$ cat config.mk
export PLATFORM = sky130hd
export DESIGN_NAME = edge_detect_multi
export DESIGN_NICKNAME = d
export VERILOG_FILES = /design/src/rtl/edge_detect_multi.sv
export SDC_FILE = /design/constraint.sdc
export NUM_CORES = 1
export LEC_CHECK = 0
export ABC_AREA = 1
export BUFFER_PORTS_ARGS = -buffer_cell sky130_fd_sc_hd__buf_2
export CAP_MARGIN = 20
export CORE_ASPECT_RATIO = 1.1
export CORE_UTILIZATION = 50
export CTS_CLUSTER_SIZE = 28
export DETAILED_ROUTE_END_ITERATION = 10
export PLACE_DENSITY_LB_ADDON = 0.3
export SLEW_MARGIN = 5
export SYNTH_ARGS = -nofsm -noshare
export SYNTH_HDL_FRONTEND = slang
export SYNTH_SLANG_ARGS = --single-unit
$ cat constraint.sdc
create_clock -name clock -period 4.65 [get_ports clock]
set_clock_uncertainty 0.15 [all_clocks]
set_input_delay 1.395 -clock clock [delete_from_list [all_inputs] [get_ports clock]]
set_output_delay 1.395 -clock clock [all_outputs]
set_load 0.05 [all_outputs]
$ cat src/rtl/edge_detect_multi.sv
// edge_detect_multi
// Multi-channel edge detector. Every channel synchronises an asynchronous
// input, detects rising and/or falling edges (selected per channel at run
// time), drives a one-cycle pulse and a sticky flag. A masked interrupt line
// and a saturating event counter summarise activity for the status block.
//
// Build option: define EDGE_DETECT_MULTI_DEBOUNCE_EN to insert a per-channel
// debounce filter between the synchroniser and the detector. Without it the
// DEB_CYCLES parameter has no effect on the datapath.

module edge_detect_multi #(
   parameter int WIDTH       = 8,
   parameter int SYNC_STAGES = 2,
   parameter int CNT_W       = 8,
   parameter int DEB_CYCLES  = 4
) (
   input  logic             clock,
   input  logic             rst,
   input  logic [WIDTH-1:0] din,
   input  logic [WIDTH-1:0] mode_rise,
   input  logic [WIDTH-1:0] mode_fall,
   input  logic [WIDTH-1:0] irq_en,
   input  logic [WIDTH-1:0] clr,
   input  logic             cnt_clr,
   output logic [WIDTH-1:0] pulse,
   output logic [WIDTH-1:0] sticky,
   output logic             irq,
   output logic [CNT_W-1:0] edge_cnt
);

`ifdef EDGE_DETECT_MULTI_DEBOUNCE_EN
   localparam bit DEB_ON = 1'b1;
`else
   localparam bit DEB_ON = 1'b0;
`endif

   // Detection stays off until the synchroniser, the optional filter and the
   // prev register all hold real input levels.
   localparam int PRIME_LEN = SYNC_STAGES + 1 + (DEB_ON ? DEB_CYCLES : 0);
   localparam int PRIME_W   = $clog2(PRIME_LEN + 1);
   localparam int POP_W     = $clog2(WIDTH + 1);
   // One bit wider than either addend so the saturation test cannot overflow.
   localparam int SUM_W     = ((CNT_W > POP_W) ? CNT_W : POP_W) + 1;
   localparam logic [CNT_W-1:0] CNT_MAX = '1;

   typedef enum logic {
      ST_PRIME = 1'b0,
      ST_RUN   = 1'b1
   } state_t;

   state_t               state_reg;
   logic [PRIME_W-1:0]   prime_cnt_reg;

   logic [WIDTH-1:0]     s_sync;        // synchronised levels
   logic [WIDTH-1:0]     det_lvl;       // level the detector looks at
   logic [WIDTH-1:0]     prev_reg;      // detector level one cycle earlier
   logic [WIDTH-1:0]     pulse_reg;
   logic [WIDTH-1:0]     pulse_next;
   logic [WIDTH-1:0]     sticky_reg;
   logic                 irq_reg;
   logic [CNT_W-1:0]     edge_cnt_reg;
   logic [CNT_W-1:0]     edge_cnt_next;
   logic [POP_W-1:0]     pop_cnt;
   logic [CNT_W-1:0]     cnt_base;
   logic [SUM_W-1:0]     cnt_sum;

   genvar gi;
   generate
      for (gi = 0; gi < WIDTH; gi++) begin : g_chan
         logic [SYNC_STAGES-1:0] sync_reg;

         // Shift the raw input through the synchroniser chain.
         always_ff @(posedge clock) begin
            if (rst) begin
               sync_reg <= '0;
            end else begin
               sync_reg <= {sync_reg[SYNC_STAGES-2:0], din[gi]};
            end
         end

         assign s_sync[gi] = sync_reg[SYNC_STAGES-1];

`ifdef EDGE_DETECT_MULTI_DEBOUNCE_EN
         localparam int DEB_W = $clog2(DEB_CYCLES + 1);
         logic [DEB_W-1:0] deb_cnt_reg;
         logic             f_reg;

         // Flip the filtered level only after DEB_CYCLES consecutive
         // disagreeing samples; any agreeing sample restarts the run.
         always_ff @(posedge clock) begin
            if (rst) begin
               deb_cnt_reg <= '0;
               f_reg       <= 1'b0;
            end else if (s_sync[gi] == f_reg) begin
               deb_cnt_reg <= '0;
            end else if (deb_cnt_reg == DEB_W'(DEB_CYCLES - 1)) begin
               deb_cnt_reg <= '0;
               f_reg       <= ~f_reg;
            end else begin
               deb_cnt_reg <= deb_cnt_reg + DEB_W'(1);
            end
         end

         assign det_lvl[gi] = f_reg;
`else
         assign det_lvl[gi] = s_sync[gi];
`endif
      end
   endgenerate

   // Priming sequencer: hold off detection for PRIME_LEN cycles after reset.
   always_ff @(posedge clock) begin
      if (rst) begin
         state_reg     <= ST_PRIME;
         prime_cnt_reg <= '0;
      end else begin
         case (state_reg)
            ST_PRIME: begin
               if (prime_cnt_reg == PRIME_W'(PRIME_LEN - 1)) begin
                  state_reg <= ST_RUN;
               end else begin
                  prime_cnt_reg <= prime_cnt_reg + PRIME_W'(1);
               end
            end
            ST_RUN: begin
               state_reg <= ST_RUN;
            end
            default: begin
               state_reg     <= ST_PRIME;
               prime_cnt_reg <= '0;
            end
         endcase
      end
   end

   // Edge decode with the live mode selects; a mode change alone never
   // produces a pulse because it does not touch det_lvl or prev_reg.
   always_comb begin
      pulse_next = '0;
      if (state_reg == ST_RUN) begin
         pulse_next = (det_lvl & ~prev_reg & mode_rise) |
                      (~det_lvl & prev_reg & mode_fall);
      end
   end

   // Register the previous level and the one-cycle pulses.
   always_ff @(posedge clock) begin
      if (rst) begin
         prev_reg  <= '0;
         pulse_reg <= '0;
      end else begin
         prev_reg  <= det_lvl;
         pulse_reg <= pulse_next;
      end
   end

   // Count this cycle's pulses onto the total, restarting from zero on
   // cnt_clr and clamping at the all-ones value.
   always_comb begin
      pop_cnt = '0;
      for (int i = 0; i < WIDTH; i++) begin
         pop_cnt = pop_cnt + POP_W'(pulse_reg[i]);
      end
      cnt_base      = cnt_clr ? '0 : edge_cnt_reg;
      cnt_sum       = SUM_W'(cnt_base) + SUM_W'(pop_cnt);
      edge_cnt_next = (cnt_sum > SUM_W'(CNT_MAX)) ? CNT_MAX : cnt_sum[CNT_W-1:0];
   end

   // Sticky flags (a new pulse beats a simultaneous clear), interrupt and counter.
   always_ff @(posedge clock) begin
      if (rst) begin
         sticky_reg   <= '0;
         irq_reg      <= 1'b0;
         edge_cnt_reg <= '0;
      end else begin
         sticky_reg   <= (sticky_reg & ~clr) | pulse_reg;
         irq_reg      <= |(sticky_reg & irq_en);
         edge_cnt_reg <= edge_cnt_next;
      end
   end

   assign pulse    = pulse_reg;
   assign sticky   = sticky_reg;
   assign irq      = irq_reg;
   assign edge_cnt = edge_cnt_reg;

endmodule

# Word level (Yosys, flattened, before mapping)
# Index checks and enable logic that the tools add are counted.
[word_totals] register_bits=52 wordCells=46 mem_bits_rw=0 rom_bits=0 output_inout_bits=25 memories=0 latch_bits=0
[classes] multipliers=0 n_addsub=9 n_div=0 shifts=0 n_reduce_logical=3 mux=4 eq_ne=1 n_lt_le_gt_ge=1 n_bitwise=13
[op_table] op="$and A8 B8 Y8" n=6
[op_table] op="$not A8 Y8" n=3
[op_table] op="$add A4 B1 Y4" n=4
[op_table] op="$mux W8" n=2
[op_table] op="$or A8 B8 Y8" n=2
[op_table] op="$add A8 B4 Y9" n=1
[op_table] op="$gt A9 B8 Y1 const B" n=1
[op_table] op="$reduce_or A8 Y1" n=1
[op_table] op="$add A3 B1 Y4" n=1
[op_table] op="$add A2 B1 Y3" n=1
[op_table] op="$add A1 B1 Y2" n=1
[op_table] op="$add A2 B1 Y2 const B" n=1
[op_table] op="$eq A2 B2 Y1 const B" n=1
[op_table] op="$not A1 Y1" n=2
[op_table] op="$pmux W1 S2" n=1
[op_table] op="$reduce_and A2 Y1" n=1
[op_table] op="$reduce_or A2 Y1" n=1
[op_table] op="$mux W1" n=1

# Depth between registers and ports, before layout
[logic_depth] ltp_word=10 mapped_depth=14 mapped_depth_nobuf=14

# Worst setup path before layout
# Ideal clock, no wire load.
[synth_path] kind="in2reg" start="in cnt_clr" end="reg edge_cnt_reg[6] (netlist: edge_cnt[6])" required_time_ns=4.383 setup_time_ns=0.117 arrival_ns=3.757 path_stages=10 path_slack_ns=0.625 path_cell_list="inv_4 > nand2_1 > fa_1 > fa_1 > fa_1 > fa_1 > o21ai_4 > nand2_1 > nor3_1 > nor2_1"
[synth_between] elab_chain_cells=4
[synth_rtl] element="start: declaration" line_no="24" rtl="input logic cnt_clr,"
[synth_rtl] element="$mux W8 *" line_no="164" rtl="cnt_base = cnt_clr ? '0 : edge_cnt_reg;"
[synth_rtl] element="$add A8 B4 Y9 *" line_no="165" rtl="cnt_sum = SUM_W'(cnt_base) + SUM_W'(pop_cnt);"
[synth_rtl] element="$gt A9 B8 Y1" line_no="166" rtl="edge_cnt_next = (cnt_sum > SUM_W'(CNT_MAX)) ? CNT_MAX : cnt_sum[CNT_W-1:0];"
[synth_rtl] element="$mux W8 *" line_no="166"
[synth_rtl] element="end signal: assignment" line_no="178" rtl="edge_cnt_reg <= edge_cnt_next;"
[synth_rtl] element="end: declaration" line_no="61" rtl="logic [CNT_W-1:0] edge_cnt_reg;"
# Mark *: on every way between the ends. The rest lies on a longest branch, timed or not.
# A chain may end at the register's enable or synchronous reset.

# Worst setup path in the final report
[layout_path] start="in cnt_clr" end="reg edge_cnt_reg[7] (netlist: edge_cnt[7])"
# The elaborated chain is that of the path after synthesis.

==> summary.txt <==
Drt
  – DR iter-0 viols: between 60 and 70
  – Drt pass-1 iters: 4
  – Routed Antenna Nets: 0
  – Vias per std cell: approximately 4.5
  – Drt total wl: ~4000 µm
  – # DRC: 0
  – Routed via count: about 1.7k
  – DR WL/cell: about 10 µm

Timing
  – Tightest Pin Transition: approximately 0.7 ns
  – Setup TNS: 0 ns
  – Rel. slew slack: 53.0%
  – RSZ-0062 raised after global routing: no
  – Tmin final: between 4 and 5 ns
  – Final setup vio count: 0
  – Fmax: 0.249 GHz
  – Crit share post-route: between 80% and 90%
  – Final hold vios: 0
  – Slew Viols, Final: 0

GRT
  – Initial antenna violation count: 0
  – First-pass GRT wire length: between 6000 and 7000 µm
  – Total global-route track usage: 18.8%
  – Largest net degree at the start of global routing: 42
  – Number of global-route vias before repair: ~1.5k
  – Grt ovf: 0

Clock tree
  – CTS buffer count: 5
  – H-tree Lvls: 2
  – Resize count post-CTS: 0
  – CTS Root Cell: clkbuf_8
  – Post-CTS Setup Inserts: 0
  – CTS tree: yes
  – Hold Buf Count CTS: 0
  – Clock sink total: between 50 and 60
  – Clock latency on the worst-skew pair: just under 0.3 ns
  – Clk buf depth: 2
  – CTS clk-pin slew, worst paths: approximately 0.090 ns

Logic synthesis
  – Total number of yosys warnings: 0
  – Sequential fraction of the synthesis area: about half
  – Netlist Area Pre-Place: about 2100 µm²
  – Adder-cell share of the synthesized area: under 10%
  – XOR/XNOR Fraction of Synth Area: approximately 1.2%
  – Synthesis-stage register bit count: 52
  – Post-Synthesis Mean Instance Area: just over 8 µm²
  – Synth Net Count: between 300 and 400
  – Mux cell area share after synthesis: 0%
  – Synth Area in Compound Gates: about 10%
  – Cells after Synth: 257
  – Main combinational cell family by area after synthesis: simple AND/OR/NAND/NOR gates
  – Synth Area in Simple Gates: 19.2%
  – Netlist cell types: 24

Pwr
  – Sequential Power Share: 55.3%
  – LEAKAGE: about 1.3 nW
  – Total Power: 864 µW
  – Power per standard cell area: between 300 and 400 nW/µm²
  – Switch Pwr: 202 µW
  – Peak supply drop: a little over 0.0003 V
  – Logic pwr share: 10.4%
  – Power share of the clock group: ~34%
  – Sw Share: a little under a quarter
  – Cell Int Power: about 660 µW

Placement
  – # port buffers: between 60 and 70
  – Gpl congestion: between 0.7 and 0.8
  – Post-DP HPWL: approximately 3100 µm

Critical path
  – Worst Path Max Fanout: 7
  – Worst Reg-to-Reg Cells: 11
  – CP arrival: 4.12 ns
  – R2r startpoint: pulse[0]
  – FF-to-FF setup slack: roughly 1.1 ns
  – Req. time, crit path: roughly 4.8 ns
  – Worst setup path startpoint: cnt_clr
  – Worst setup EP type: register
  – Setup crit start kind: input pin
  – CP Class: in2reg
  – Critical R2R Capture: edge_cnt[7]
  – CP endpoint: edge_cnt[7]

Min path
  – Hold/Removal Path Class: reg2reg
  – Hold Crit Depth: 2

Final layout
  – Diode count: 0
  – Number of flip-flops in the largest register: 16
  – Net count, final: between 300 and 400
  – Layout cell share with drive strength beyond 1: 25.7%
  – Area Growth Syn to Fin: 23.1%

Floorplan
  – Die Span Y: 70.2 µm
  – Initial Utilization: a little over half
  – Die Area: 4490 µm²
  – Row count: 24
  – # IOs: 68
  – Die width: roughly 64 µm
  – CORE AREA: between 3000 and 4000 µm²

Outcome
  – Status: finished, final reports clean

Run
  – Max Cap Viol: 0
-- critical path, cell delays in order --
cell and delay [ns]:
buf_2 0.15, inv_4 0.10, nand2_1 0.08, fa_1 0.50, fa_1 0.43, fa_1 0.42, fa_1 0.45, o21ai_4 0.23
nand3b_4 0.14, nand3_1 0.11, nand2_1 0.05, inv_1 0.06
-- synth_stat cells --
library cell / instances / area, µm²
o21ai_0: 1 / 5.00
o21ai_4: 1 / 16.3
o21a_1: 1 / 7.51
nand2_2: 2 / 12.5
a211oi_1: 8 / 60.1
nor2_4: 1 / 11.3
inv_2: 1 / 3.75
ha_1: 7 / 87.6
nand3_2: 3 / 30.0
buf_2: 1 / 5.00
inv_1: 55 / 206
a221oi_1: 2 / 17.5
inv_4: 1 / 6.26
fa_1: 5 / 100
dfxtp_1: 52 / 1040
nand3_1: 6 / 30.0
xnor2_1: 1 / 8.76
clkbuf_1: 4 / 15.0
nor2_1: 47 / 176
nand2_1: 32 / 120
nand3b_4: 1 / 20.0
nor3_1: 1 / 5.00
xor2_1: 2 / 17.5
a21oi_1: 22 / 110
-- per-stage QoR --
stage / hold slack [ns] / setup WS [ns] / area [µm²] / cells / util (%)
2_1_floorplan: 0.238 / 0.625 / 2110 / 257 / -
3_3_place_gp: 0.239 / 0.397 / 2490 / 371 / 62.4
3_5_place_dp: 0.244 / 0.314 / 2490 / 371 / 62.4
4_1_cts: 0.257 / 0.633 / 2600 / 379 / 65.1
5_1_grt: 0.269 / 0.454 / 2600 / 379 / 65.1
6_report: 0.255 / 0.630 / 2600 / 379 / 65.1
-- layout by cell type (no fill, tap or decap), types with 2 or more instances in the layout --
cell       n
buf_2     67
inv_1     55
nand2_2    2
nand3_1    6
a211oi_1   8
nand3_2    3
dfxtp_1   52
nand2_1   32
clkbuf_8   5
nor2_1    47
fa_1       5
a221oi_1   2
ha_1       7
xor2_1     2
a21oi_1   22
-- worst min path at each step --
stage                                 end  slack [ns]                  start
floorplan           g_chan[0].sync_reg[1]        0.24  g_chan[0].sync_reg[0]
global placement    g_chan[1].sync_reg[1]        0.24  g_chan[1].sync_reg[0]
detailed placement  g_chan[0].sync_reg[1]        0.24  g_chan[0].sync_reg[0]
CTS                 g_chan[0].sync_reg[1]        0.26  g_chan[0].sync_reg[0]
global route        g_chan[7].sync_reg[1]        0.27  g_chan[7].sync_reg[0]
finish              g_chan[0].sync_reg[1]        0.25  g_chan[0].sync_reg[0]
-- final cells by class --
cell class | instances | area (µm²)
sequential | 52 | 1040
clock buffer | 6 | 72.6
inverter | 57 | 216
fill | 349 | 1390
clock inverter | 2 | 35.0
multi-input combinational | 143 | 836
timing repair buffer | 67 | 335
tap | 52 | 65.1
-- kinds of logic (layout without fill, tap and decap cells) --
group	Yosys count	after routing
xor+xnor	3	3
compound gates	35	35
fa+ha+maj	12	12
simple gates	93	93
buf+inv	62	132
flops	52	52
-- metal layers --
metal	share of wire, %	GRT usage, %	routed length [µm]	up-vias
li1	-	-	-	919
met1	45	23.1	1780	747
met2	49	31.8	1950	38
met3	4.8	5.23	189	4
met4	0.96	5.30	38	0
met5	0	0	0	-
-- power by group through the flow --
stage                     clock network, mW  logic (mW)  registers (mW)
after detailed placement                  0      0.0908           0.488
after floorplan                           0      0.0458           0.500
after global routing                  0.324       0.103           0.481
final                                 0.297      0.0898           0.477
after global placement                    0      0.0886           0.487
after CTS                             0.307      0.0912           0.478
No activity file was read; power rests on OpenSTA's default activity.
